`config.mk`:
```
export PLATFORM = sky130hd
export DESIGN_NAME = demux16_stream
export DESIGN_NICKNAME = d
export VERILOG_FILES = /design/src/rtl/demux16_pkg.sv /design/src/rtl/demux16_slot.sv /design/src/rtl/demux16_stream.sv
export SDC_FILE = /design/constraint.sdc
export NUM_CORES = 1
export LEC_CHECK = 0
export ABC_CLOCK_PERIOD_IN_PS = 3700
export CAP_MARGIN = 20
export CORE_UTILIZATION = 26
export CTS_CLUSTER_SIZE = 12
export DETAILED_ROUTE_END_ITERATION = 8
export GPL_ROUTABILITY_DRIVEN = 0
export GPL_TIMING_DRIVEN = 0
export PLACE_DENSITY_LB_ADDON = 0.08
export SKIP_LAST_GASP = 1
export SYNTH_ARGS = -nofsm -noshare
export SYNTH_HDL_FRONTEND = slang
export SYNTH_SLANG_ARGS = --single-unit
```
`constraint.sdc`:
```
create_clock -name clk -period 3.7 [get_ports clk]
set_input_delay 1.11 -clock clk [delete_from_list [all_inputs] [get_ports clk]]
set_output_delay 1.11 -clock clk [all_outputs]
set_load 0.02 [all_outputs]
```
`src/rtl/demux16_pkg.sv`:
```
// Shared types and helpers for the 16-way stream demultiplexer.
// Optional skid buffer in the top level is enabled by defining DEMUX16_SKID_EN.
package demux16_pkg;

    localparam int unsigned NUM_CHAN = 16;

    typedef logic [3:0] chan_sel_t;

    function automatic logic [NUM_CHAN-1:0] onehot16(input chan_sel_t sel);
        logic [NUM_CHAN-1:0] vec;
        vec      = '0;
        vec[sel] = 1'b1;
        return vec;
    endfunction

endpackage

```
`src/rtl/demux16_slot.sv`:
```
// One-entry {data, dest} holding register with a full flag.
// Load has priority over drain, so a same-cycle drain+load keeps the entry full.
module demux16_slot
    import demux16_pkg::*;
#(
    parameter int unsigned N = 32
) (
    input  logic         clk,
    input  logic         rst_n,
    input  logic         load,
    input  logic [N-1:0] load_data,
    input  chan_sel_t    load_dest,
    input  logic         drain,
    output logic [N-1:0] data,
    output chan_sel_t    dest,
    output logic         full
);

    logic [N-1:0] data_q;
    chan_sel_t    dest_q;
    logic         full_q;

    always_ff @(posedge clk) begin
        if (!rst_n) begin
            data_q <= '0;
            dest_q <= '0;
            full_q <= 1'b0;
        end else if (load) begin
            data_q <= load_data;
            dest_q <= load_dest;
            full_q <= 1'b1;
        end else if (drain) begin
            full_q <= 1'b0;
        end
    end

    assign data = data_q;
    assign dest = dest_q;
    assign full = full_q;

endmodule

```
`src/rtl/demux16_stream.sv`:
```
// 16-way stream demultiplexer with a registered output slot and a saturating drop counter.
// Define DEMUX16_SKID_EN to add a skid register that removes the out_ready -> in_ready path.
module demux16_stream
    import demux16_pkg::*;
#(
    parameter int unsigned N     = 32,
    parameter int unsigned CNT_W = 16
) (
    input  logic                clk,
    input  logic                rst_n,
    input  logic [N-1:0]        in_data,
    input  chan_sel_t           in_dest,
    input  logic                in_valid,
    output logic                in_ready,
    input  logic [NUM_CHAN-1:0] chan_en,
    output logic [N-1:0]        out_data,
    output logic [NUM_CHAN-1:0] out_valid,
    input  logic [NUM_CHAN-1:0] out_ready,
    output logic [CNT_W-1:0]    drop_cnt,
    input  logic                drop_clr
);

    localparam logic [CNT_W-1:0] CntMax = '1;

    logic [N-1:0]     slot_data;
    chan_sel_t        slot_dest;
    logic             slot_full;
    logic             slot_drain;
    logic             slot_load;
    logic [N-1:0]     slot_ld_data;
    chan_sel_t        slot_ld_dest;
    logic             accept;
    logic             en_hit;
    logic             drop;
    logic [CNT_W-1:0] cnt_q;

    assign slot_drain = slot_full && out_ready[slot_dest];
    assign en_hit     = chan_en[in_dest];
    assign accept     = in_valid && in_ready;
    assign drop       = accept && !en_hit;

`ifdef DEMUX16_SKID_EN
    logic [N-1:0] skid_data;
    chan_sel_t    skid_dest;
    logic         skid_full;
    logic         skid_load;
    logic         skid_drain;
    logic         slot_free;

    assign slot_free  = !slot_full || slot_drain;
    assign in_ready   = rst_n && !skid_full;
    assign skid_drain = skid_full && slot_free;

    // A parked word always goes ahead of anything new, which keeps order.
    always_comb begin
        slot_load    = 1'b0;
        skid_load    = 1'b0;
        slot_ld_data = in_data;
        slot_ld_dest = in_dest;
        if (skid_full) begin
            slot_load    = slot_free;
            slot_ld_data = skid_data;
            slot_ld_dest = skid_dest;
        end else if (accept && en_hit) begin
            if (slot_free) begin
                slot_load = 1'b1;
            end else begin
                skid_load = 1'b1;
            end
        end
    end

    demux16_slot #(
        .N(N)
    ) u_skid (
        .clk      (clk),
        .rst_n    (rst_n),
        .load     (skid_load),
        .load_data(in_data),
        .load_dest(in_dest),
        .drain    (skid_drain),
        .data     (skid_data),
        .dest     (skid_dest),
        .full     (skid_full)
    );
`else
    assign in_ready     = rst_n && (!slot_full || out_ready[slot_dest]);
    assign slot_load    = accept && en_hit;
    assign slot_ld_data = in_data;
    assign slot_ld_dest = in_dest;
`endif

    demux16_slot #(
        .N(N)
    ) u_slot (
        .clk      (clk),
        .rst_n    (rst_n),
        .load     (slot_load),
        .load_data(slot_ld_data),
        .load_dest(slot_ld_dest),
        .drain    (slot_drain),
        .data     (slot_data),
        .dest     (slot_dest),
        .full     (slot_full)
    );

    // Clear wins over a same-cycle drop.
    always_ff @(posedge clk) begin
        if (!rst_n) begin
            cnt_q <= '0;
        end else if (drop_clr) begin
            cnt_q <= '0;
        end else if (drop && (cnt_q != CntMax)) begin
            cnt_q <= cnt_q + CNT_W'(1);
        end
    end

    assign drop_cnt  = cnt_q;
    assign out_data  = slot_data;
    assign out_valid = slot_full ? onehot16(slot_dest) : '0;

endmodule
```
# --- After elaboration in Yosys (flattened, before gate mapping) ---
# Cells that the tools add are included.
op_classes:
  bitwise_logic: 1
  n_eq_ne: 1
  add_sub_neg: 1
  n_reduce_logical: 12
  n_lt_le_gt_ge: 3
  muxes: 9
op_table:
  columns: ["operator", "n"]
  rows:
  - ["$add A16 B1 Y16 const B", 1]
  - ["$mux W16", 1]
  - ["$ne A16 B16 Y1 const B", 1]
  - ["$lt A4 B5 Y1 const B", 2]
  - ["$bmux W1 S4", 2]
  - ["$logic_and A1 B1 Y1", 7]
  - ["$mux W1", 5]
  - ["$demux W1 S4", 1]
  - ["$ge A4 B1 Y1 const B", 1]
  - ["$logic_not A1 Y1", 2]
  - ["$reduce_bool A2 Y1", 1]
  - ["$reduce_or A2 Y1", 1]
  - ["$logic_or A1 B1 Y1", 1]
  - ["$not A1 Y1", 1]
totals:
  wordCells: 31
  reg_bits: 53
  out_inout_bits: 65
  input_bits: 72

# --- Longest topological paths before layout ---
# Gate-level depths: netlist (run 1).
logic_depth:
  word_depth: 7
  depth_mapped: 9
  mapped_depth_nobuf: 7

# --- Modules after synthesis ---
# A second synthesis (run 1) with hierarchy kept.
hier_totals:
  cells_unflattened: 270
  hier_area_um2: 2692.6
modules_own_cells:
  columns: ["module", "seq_area_each_um2", "area_each_um2", "cells_each", "instances"]
  rows:
  - ["demux16_slot", 740.7, 1422.6, 118, 1]
  - ["demux16_stream", 320.3, 1270.0, 152, 1]

# --- Worst setup path before layout (run 1) ---
# OpenSTA, ideal clock, no wires.
synth_timing:
  kind: "in2out"
  startpoint: "input port out_ready[7]"
  endpoint: "output port in_ready"
  arrival_ns: 2.164
  slack_ns: 0.426
  stages: 4
  required_time_ns: 2.590
  path_buffers: 0
  cell_sequence: "mux4_2 > mux2i_1 > o2111ai_2 > and2_1"
synth_via:
  elab_chain_len: 4
synth_lines:
  columns: ["element", "line_no", "text"]
  rows:
  - ["start, declared", "demux16_stream.sv:18", "input logic [NUM_CHAN-1:0] out_ready,"]
  - ["$bmux W1 S4", "demux16_stream.sv:87", "assign in_ready = rst_n && (!slot_full || out_ready[slot_dest]);"]
  - ["$mux W1 (implied by the code)", "demux16_stream.sv:87", null]
  - ["$logic_or A1 B1 Y1", "demux16_stream.sv:87", null]
  - ["$logic_and A1 B1 Y1", "demux16_stream.sv:87", null]
  - ["end, declared", "demux16_stream.sv:14", "output logic in_ready,"]
# No other way between the ends. The select of a mux whose other input is x is not followed.

# --- Worst setup path after layout (run 1) ---
layout_timing:
  startpoint: "input port out_ready[15]"
  endpoint: "output port in_ready"
# Same word-level chain as after synthesis.

==> run summary, run 1 <==
The run finished with clean final reports. For this design, the sink count on the clock tree is 53. TritonCTS built the clock tree.

Across the run, the number of max-cap violations was 0. The number of antenna violations at the first check in global routing is 0, and the post-synth net total is 380. Dividing total power by cell area gives a power density of 305 nW/um2. Buffer and inverter count on the worst path: 2.

The total of endpoints with negative setup slack in the final report is 0. The fraction of final layout cells sized beyond drive strength 1 came out at 6.43%. Global routing finished with a remaining overflow of 0. The cell type contributing the most total cell area after synthesis is sky130_fd_sc_hd__dfxtp_1.

The internal power of the cells totals 907 uW. The wire length of the first global-routing pass was 12.4 mm. Wires add up to 7.31 mm.

Detailed placement finished with a half-perimeter wire length of 5.56 mm. The run gives 2480 um2 as the area of the mapped netlist. At the end of the flow, the number of nets in the layout was 523. The maximum clock insertion buffer count is 2, and the critical path required time is 2.59 ns. The commonest non-fill, non-tap cell in the layout is sky130_fd_sc_hd__clkdlybuf4s50_1. Area of the die: 9930 um2. The via count of the first global-routing pass is 2566, and the ratio of routed vias to standard cells is 4.47. The count of pins over their slew limit is 0, and the cell row count is 35.

In this run the tightest slew margin relative to its limit is 66.9%. Global routing used 15.7% of the available tracks. Leaving out fill and tap cells, the most frequent cells in the layout are sky130_fd_sc_hd__clkdlybuf4s50_1, sky130_fd_sc_hd__nand2_1, sky130_fd_sc_hd__dfxtp_1.

Registers are responsible for 49.4% of the overall power. The synthesized design contains 0 enable-type register cells. Combinational logic burns 22.3% of the power. The root buffer cell chosen for the clock tree is sky130_fd_sc_hd__clkbuf_8. Worst endpoint data arrival time: 2.51 ns. In this run the worst hold path is classified as register to register. The run gives 2593 as the detailed-route via count. Along the worst path, the maximum fanout reaches 2. Setup repair after global routing left no endpoint under its margin. In this run the power spent charging and discharging nets is 341 uW. The Yosys step of the flow raised 0 warnings. The worst-case IR drop observed on VDD is 0.183 mV. After synthesis, flip-flops and latches occupy 42.8% of the total area.

The share of total power dissipated in the clock network is 28.4%. The clock period could shrink to 3.62 ns. The most used flip-flop cell after synthesis is sky130_fd_sc_hd__dfxtp_1.

The fraction of registers with async set or reset after synthesis came out at 0%. The worst setup path is launched from an input pin. In the final routed layout, each cell accounts on average for 12.6 um. The detailed router finished its first iteration with 50 violations.

For this run, the top clock speed supported by timing is 0.277 GHz. The signal on the critical path passes through clkdlybuf4s50_1 > mux4_2 > nand3_1 > o2111ai_2 > and2_1 > buf_6. From synthesis to final layout, the design area changed by 65.2%.

The number of buffers inserted by port buffering is 135, and the final critical-path share of the clock period is 97.7%. The run gives 3990 um2 as the post-place instance area. The width of the die works out to 99.6 um.

CTS built an H-tree with a depth of 2. Broken down by cell family, the worst path's largest delay share belongs to buffers and inverters. By area the synthesized netlist is led by sky130_fd_sc_hd__dfxtp_1, sky130_fd_sc_hd__nand2_1, sky130_fd_sc_hd__o21ai_1. The worst register-to-register path has a setup slack of 1.13 ns. Counting the buffers created by CTS gives 5. The filler cell count came out at 932.

The number of placed instances with taps included is 571. For the pin with the worst max-slew slack, the measured transition is 0.496 ns. The initial utilization of the core area, before any placement, comes to 26.8%. The number of antenna cells inserted is 0, and the count of distinct cell types in the synthesized netlist is 38.

The worst setup path is of the input pin to primary output kind. Entering global routing, the biggest net connects 18 pins. The number of instances in the synthesized netlist was 307; the chip height was 99.6 um. Clock transition at the registers of the reported paths: 0.11 ns. The core box area was 9240 um2; the latest clock arrival within the worst-skew pair was 0.31 ns. The pre-antenna-repair detailed-routing pass consisted of 4 iterations. After routing the design area is 4100 um2.

137 I/O pins were placed. In the routed design, unresolved DRC markers number 0. The worst setup path is captured at a primary output. The number of synthesized register bits was 53. The finished layout holds 580 standard cells, fillers aside. In this run switching power makes up 27.3% of total power. The share of synthesized area in the top cell type comes to 42.8%. For the final database, setup skew stands at 0.0184 ns.

The detail route stage leaves a number of antenna-violating nets equal to 0. The tools report the leakage power as 1.38 nW. The mean instance size in the synthesized netlist is 8.07 um2.

Worst stage delay on the critical path: 0.46 ns. The tools report the number of hold violations in the final report as 0. On the critical path, the stage with the largest delay is an instance of sky130_fd_sc_hd__mux4_2.
[registers in the layout, summed over array words and instances (netlist names)]
name and cells:
u_slot.data 32, drop_cnt 16, u_slot.dest 4, u_slot.full 1
[worst min-delay path, stage by stage, from the launching register on]
cell and delay, ns:
sky130_fd_sc_hd__dfxtp_1 0.33, sky130_fd_sc_hd__nand2_1 0.05, sky130_fd_sc_hd__o21ai_1 0.05
[metrics by stage]
| stage | setup slack (ns) | setup TNS [ns] | utilization (%) | hold WS (ns) | power (mW) |
|---|---|---|---|---|---|
| 6_report | 0.0837 | 0 | 44.3 | 0.453 | 1.25 |
| 5_1_grt | 0.0149 | 0 | 44.3 | 0.471 | 1.32 |
| 4_1_cts | 0.0752 | 0 | 44.3 | 0.457 | 1.27 |
| 3_5_place_dp | -0.737 | -0.737 | 43.2 | 0.441 | 0.912 |
| 3_3_place_gp | -0.696 | -0.696 | 43.2 | 0.435 | 0.909 |
| 2_1_floorplan | 0.426 | 0 | - | 0.527 | 0.754 |
[area by class of cell]
cell class                 instances  area (um2)  share of cell area, %
multi-input combinational        227        1290                   31.6
inverter                           6        22.5                  0.550
buffer                            21         108                   2.63
tap                              129         161                   3.94
sequential                        53        1060                   25.9
timing repair buffer             136        1350                   33.0
clock buffer                       6        82.6                   2.02
clock inverter                     2        16.3                  0.397
[power groups by stage]
stage / combinational, mW / sequential (mW) / clock [mW]
floorplan: 0.0949 / 0.659 / 0
global placement: 0.281 / 0.628 / 0
detailed placement: 0.282 / 0.629 / 0
CTS: 0.283 / 0.617 / 0.373
global route: 0.304 / 0.621 / 0.392
finish: 0.278 / 0.616 / 0.354
[kinds of logic after synthesis]
kind of cell	count (synthesis)	share of synthesized area (%)
simple gates	142	26.7
compound gates	70	16.1
flops	53	42.8
buf+inv	27	5.15
mux	13	8.38
xor+xnor	1	0.353
fa+ha+maj	1	0.505
[repair_timing]
action / CTS / global route
hold buffers: 0 / 0
resized for setup: 17 / 0
buffers inserted: 1 / 0
endpoints found under the setup margin: 1 / 0
[path summary, 6_finish.rpt]
path	cells after the start	end	from
max reg2reg	10	u_slot.dest[1]	u_slot.dest[1]
min reg2reg	2	u_slot.data[6]	u_slot.data[6]
max	6	in_ready	out_ready[15]
min	2	u_slot.data[6]	u_slot.data[6]
[routing by layer]
metal,up-vias,routed length (um),track usage [%]
met5,-,0,0
li1,1355,-,-
met2,91,3290,25.4
met3,6,656,6.04
met4,0,89,4.52
met1,1141,3270,19.3
[cell usage after synthesis (4+ instances only)]
library cell	n
sky130_fd_sc_hd__o31ai_1	7
sky130_fd_sc_hd__or3_1	7
sky130_fd_sc_hd__nor3_1	4
sky130_fd_sc_hd__dfxtp_1	53
sky130_fd_sc_hd__o21ai_1	42
sky130_fd_sc_hd__mux4_2	6
sky130_fd_sc_hd__clkbuf_1	13
sky130_fd_sc_hd__nand2_1	76
sky130_fd_sc_hd__nor2_1	19
sky130_fd_sc_hd__nand3_1	11
sky130_fd_sc_hd__inv_1	5
sky130_fd_sc_hd__a21oi_1	14
sky130_fd_sc_hd__nand2b_1	4
sky130_fd_sc_hd__mux2i_1	5
sky130_fd_sc_hd__or4_1	7
Note: power is estimated with default switching activity, not from simulation.
==> run 2, diff against run 1 <==
--- a/config.mk
+++ b/config.mk
@@ -7,7 +7,7 @@
 export LEC_CHECK = 0
 export ABC_CLOCK_PERIOD_IN_PS = 3700
 export CAP_MARGIN = 20
-export CORE_UTILIZATION = 26
+export CORE_UTILIZATION = 39
 export CTS_CLUSTER_SIZE = 12
 export DETAILED_ROUTE_END_ITERATION = 8
 export GPL_ROUTABILITY_DRIVEN = 0
==> run summary, run 2 (same netlist as run 1, synthesis figures left out) <==
Leaving out fill and tap cells, the most frequent cell in the layout is sky130_fd_sc_hd__clkdlybuf4s50_1. In this run the critical register-to-register path is launched from u_slot.dest[1]. The tools report the count of pins over their slew limit as 0 (unchanged). The clock transition at the registers of the reported paths is 0.09 ns (-0.02 ns).

STA classifies the critical path endpoint as a primary output. The mean routed wirelength per cell was 13.2 um (+4.6%). Clock sink count: 53 (unchanged).

For the antenna violation net count after detailed routing, the log shows 0 (unchanged). The time the worst path needs with I/O delays and setup came out at 3.58 ns (-0.0336 ns). The tools report the master cell of the clock root buffer as sky130_fd_sc_hd__clkbuf_8. The number of DRC violations after detailed routing was 0 (unchanged). The area of the die was 6680 um2 (-33%); the ratio of routed vias to standard cells was 5.11 (+14%). The buffer and inverter count on the worst path is 2 (unchanged), and the number of hold violations in the final report is 0 (unchanged).

For the number of H-tree branching levels, the log shows 2 (unchanged). In the layout the commonest cells are sky130_fd_sc_hd__clkdlybuf4s50_1, sky130_fd_sc_hd__nand2_1, sky130_fd_sc_hd__dfxtp_1. The run gives 0 (unchanged) as the residual overflow from global routing. The most critical setup path has its endpoint at in_ready.

The wire length of the first global-routing pass is 11.2 mm (-10%), and the count of cell instances traversed by the critical path is 6 (unchanged). Cell row count: 28 (-20%). The placement-stage worst setup slack was -0.673 ns (+0.0641 ns).

The slowest cell on the critical path was sky130_fd_sc_hd__mux4_2. The critical path is of the input pin to primary output type. The detailed-route via count is 2684 (+3.5%). The logs give 5 (unchanged) for the clock buffer count from CTS and 137 (unchanged) for the number of I/O pins. The final critical-path share of the clock period was 96.8% (-0.91 points).

For the worst vdd rail ir drop, the log shows 0.244 mV (+33%). The number of antenna violations at the first check in global routing is 0 (unchanged). The run gives 1.20 ns (+0.07 ns) as the slack of the worst reg-to-reg path. The width of the die is 81.7 um (-18%), and the worst max-slew margin expressed relative to the limit is 68.3% (+1.4 points). The leakage power is 1.38 nW (about the same), and the HPWL reported at the end of detailed placement is 5.34 mm (-4.0%).

The worst setup path is launched from an input pin. The start point of the critical path was out_ready[15]. Detailed-routing iteration count for the pre-antenna-repair pass: 4 (unchanged). The synthesis-to-finish area growth is 61.7%.

For the least setup slack across all paths after layout, the log shows 0.117 ns (+0.0336 ns). Final-layout setup total negative slack: 0 ns (unchanged). The tools report the launch instance of the worst min-delay path as u_slot.data[28]. The final net count is 522 (-0.19%). The flow ran to the end, and the final reports show no timing, DRC or antenna violations. The core box area is 6030 um2 (-35%). The total power density per cell area is 304 nW/um2 (-0.31%), and the via count of the first global-routing pass is 2507 (-2.3%). The worst stage delay on the critical path is 0.46 ns (about the same), and the quantity of hold-fixing buffers added after cts is 0 (unchanged). The total routing usage reported by global routing was 21.5% (+5.9 points). The logs give 2.59 ns (about the same) for the critical path required time and 541 (-42%) for the filler cell count. The number of cells on the worst reg-to-reg path is 10 (unchanged), and the worst endpoint data arrival time is 2.47 ns (-0.04 ns). The wire length reported by the detailed router was 6.92 mm (-5.3%). The run gives 517 (-9.5%) as the number of placed instances with taps included.

The worst-case clock skew came out at 0.0116 ns (-0.00680 ns). The endpoint of the lowest-slack register-to-register path was u_slot.data[15]. The top fanout value on the critical path is 2 (unchanged). Cell family with the largest share of critical-path delay: buffers and inverters. The number of buffers inserted by port buffering works out to 135 (unchanged).

For the highest clock rate, the log shows 0.279 GHz (+0.94%). The maximum clock insertion buffer count was 2 (unchanged); the fraction of final layout cells sized beyond drive strength 1 was 5.78% (-0.65 points). Chip height: 81.7 um (-18%).

Setup repair after global routing left no endpoint under its margin. The effective utilization at floorplan is 41.1% (+14 points), and the number of max-cap violations is 0 (unchanged). The post-layout instance count excluding filler cells is 525 (-9.5%), and the total of endpoints with negative setup slack in the final report is 0 (unchanged). TritonCTS built the clock tree. The tools report the latest clock arrival within the worst-skew pair as 0.30 ns (about the same). Walking the worst path, the cells encountered are clkdlybuf4s50_1 > mux4_2 > nand3_1 > o2111ai_2 > and2_1 > buf_6. The number of antenna cells inserted came out at 0 (unchanged). The number of flip-flops in the largest register came out at 32 (unchanged).

The transition at the pin with the smallest max-transition slack is 0.476 ns (-0.0207 ns), and the number of design-rule violations left by the first detailed-router iteration is 106 (+110%). The type of the worst min-delay path is register to register. Pin count of the biggest net entering global routing: 17 (-1).
==> run 2: cell types whose count changed in the layout (fill, tap and decap cells not counted) <==
| cell | previous run | this run |
|---|---|---|
| sky130_fd_sc_hd__clkbuf_1 | 11 | 12 |
| sky130_fd_sc_hd__clkbuf_2 | 2 | 1 |
| sky130_fd_sc_hd__clkbuf_8 | 6 | 5 |
| sky130_fd_sc_hd__clkdlybuf4s50_1 | 126 | 125 |
| sky130_fd_sc_hd__clkinv_2 | 0 | 1 |
| sky130_fd_sc_hd__clkinvlp_4 | 1 | 0 |
| sky130_fd_sc_hd__dlymetal6s2s_1 | 0 | 1 |
| sky130_fd_sc_hd__mux2i_1 | 4 | 5 |
| sky130_fd_sc_hd__mux2i_2 | 1 | 0 |
==> run 2: worst min path at each step <==
stage / cells past startpoint / end / slack, ns
2_1_floorplan: 2 / u_slot.data[0] / 0.53
3_3_place_gp: 2 / u_slot.data[31] / 0.43
3_5_place_dp: 2 / u_slot.data[6] / 0.44
4_1_cts: 2 / u_slot.data[6] / 0.45
5_1_grt: 2 / u_slot.data[28] / 0.46
6_report: 2 / u_slot.data[28] / 0.45
==> run 2: report_power, final <==
group	switching [mW]	internal [mW]	total (mW)
combinational	0.123	0.152	0.274
sequential	0.0161	0.599	0.616
clock	0.192	0.135	0.328
total	0.331	0.886	1.22
==> run 2: what timing repair did <==
| action | in CTS | in global routing |
|---|---|---|
| pin swaps | 2 | 0 |
| resized for setup | 15 | 1 |
| setup buffers | 1 | 0 |
| endpoints found under the setup margin | 1 | 1 |
==> run 2: final cells by class <==
class / count / area [um2] / area share (%)
repair buffers: 136 / 1350 / 33.7
clock buffers: 6 / 72.6 / 1.81
plain buffers: 20 / 103 / 2.56
multi-input cells: 227 / 1290 / 32.2
clock inverters: 2 / 13.8 / 0.343
flip-flops and latches: 53 / 1060 / 26.5
well taps: 75 / 93.8 / 2.34
inverters: 6 / 22.5 / 0.562
==> run 2: metrics by stage <==
| stage | hold WS, ns | utilization (%) | power, mW | instance area [um2] |
|---|---|---|---|---|
| floorplan | 0.527 | - | 0.754 | 2480 |
| global placement | 0.434 | 65.1 | 0.903 | 3920 |
| detailed placement | 0.440 | 65.1 | 0.908 | 3920 |
| CTS | 0.453 | 66.5 | 1.23 | 4010 |
| global route | 0.464 | 66.5 | 1.28 | 4010 |
| finish | 0.451 | 66.5 | 1.22 | 4010 |
==> run 2: layer usage <==
layer / vias to the layer above / GRT usage [%] / wire (um)
met5: - / 0 / 0
met4: 0 / 7.37 / 136
met3: 14 / 8.56 / 669
met2: 98 / 36.5 / 3310
met1: 1217 / 24.4 / 2800
li1: 1355 / - / -
==> run 2: tightest hold or removal path: stages, from the launching register on <==
cell,delay (ns)
sky130_fd_sc_hd__dfxtp_1,0.32
sky130_fd_sc_hd__nand2_1,0.05
sky130_fd_sc_hd__o21ai_1,0.05
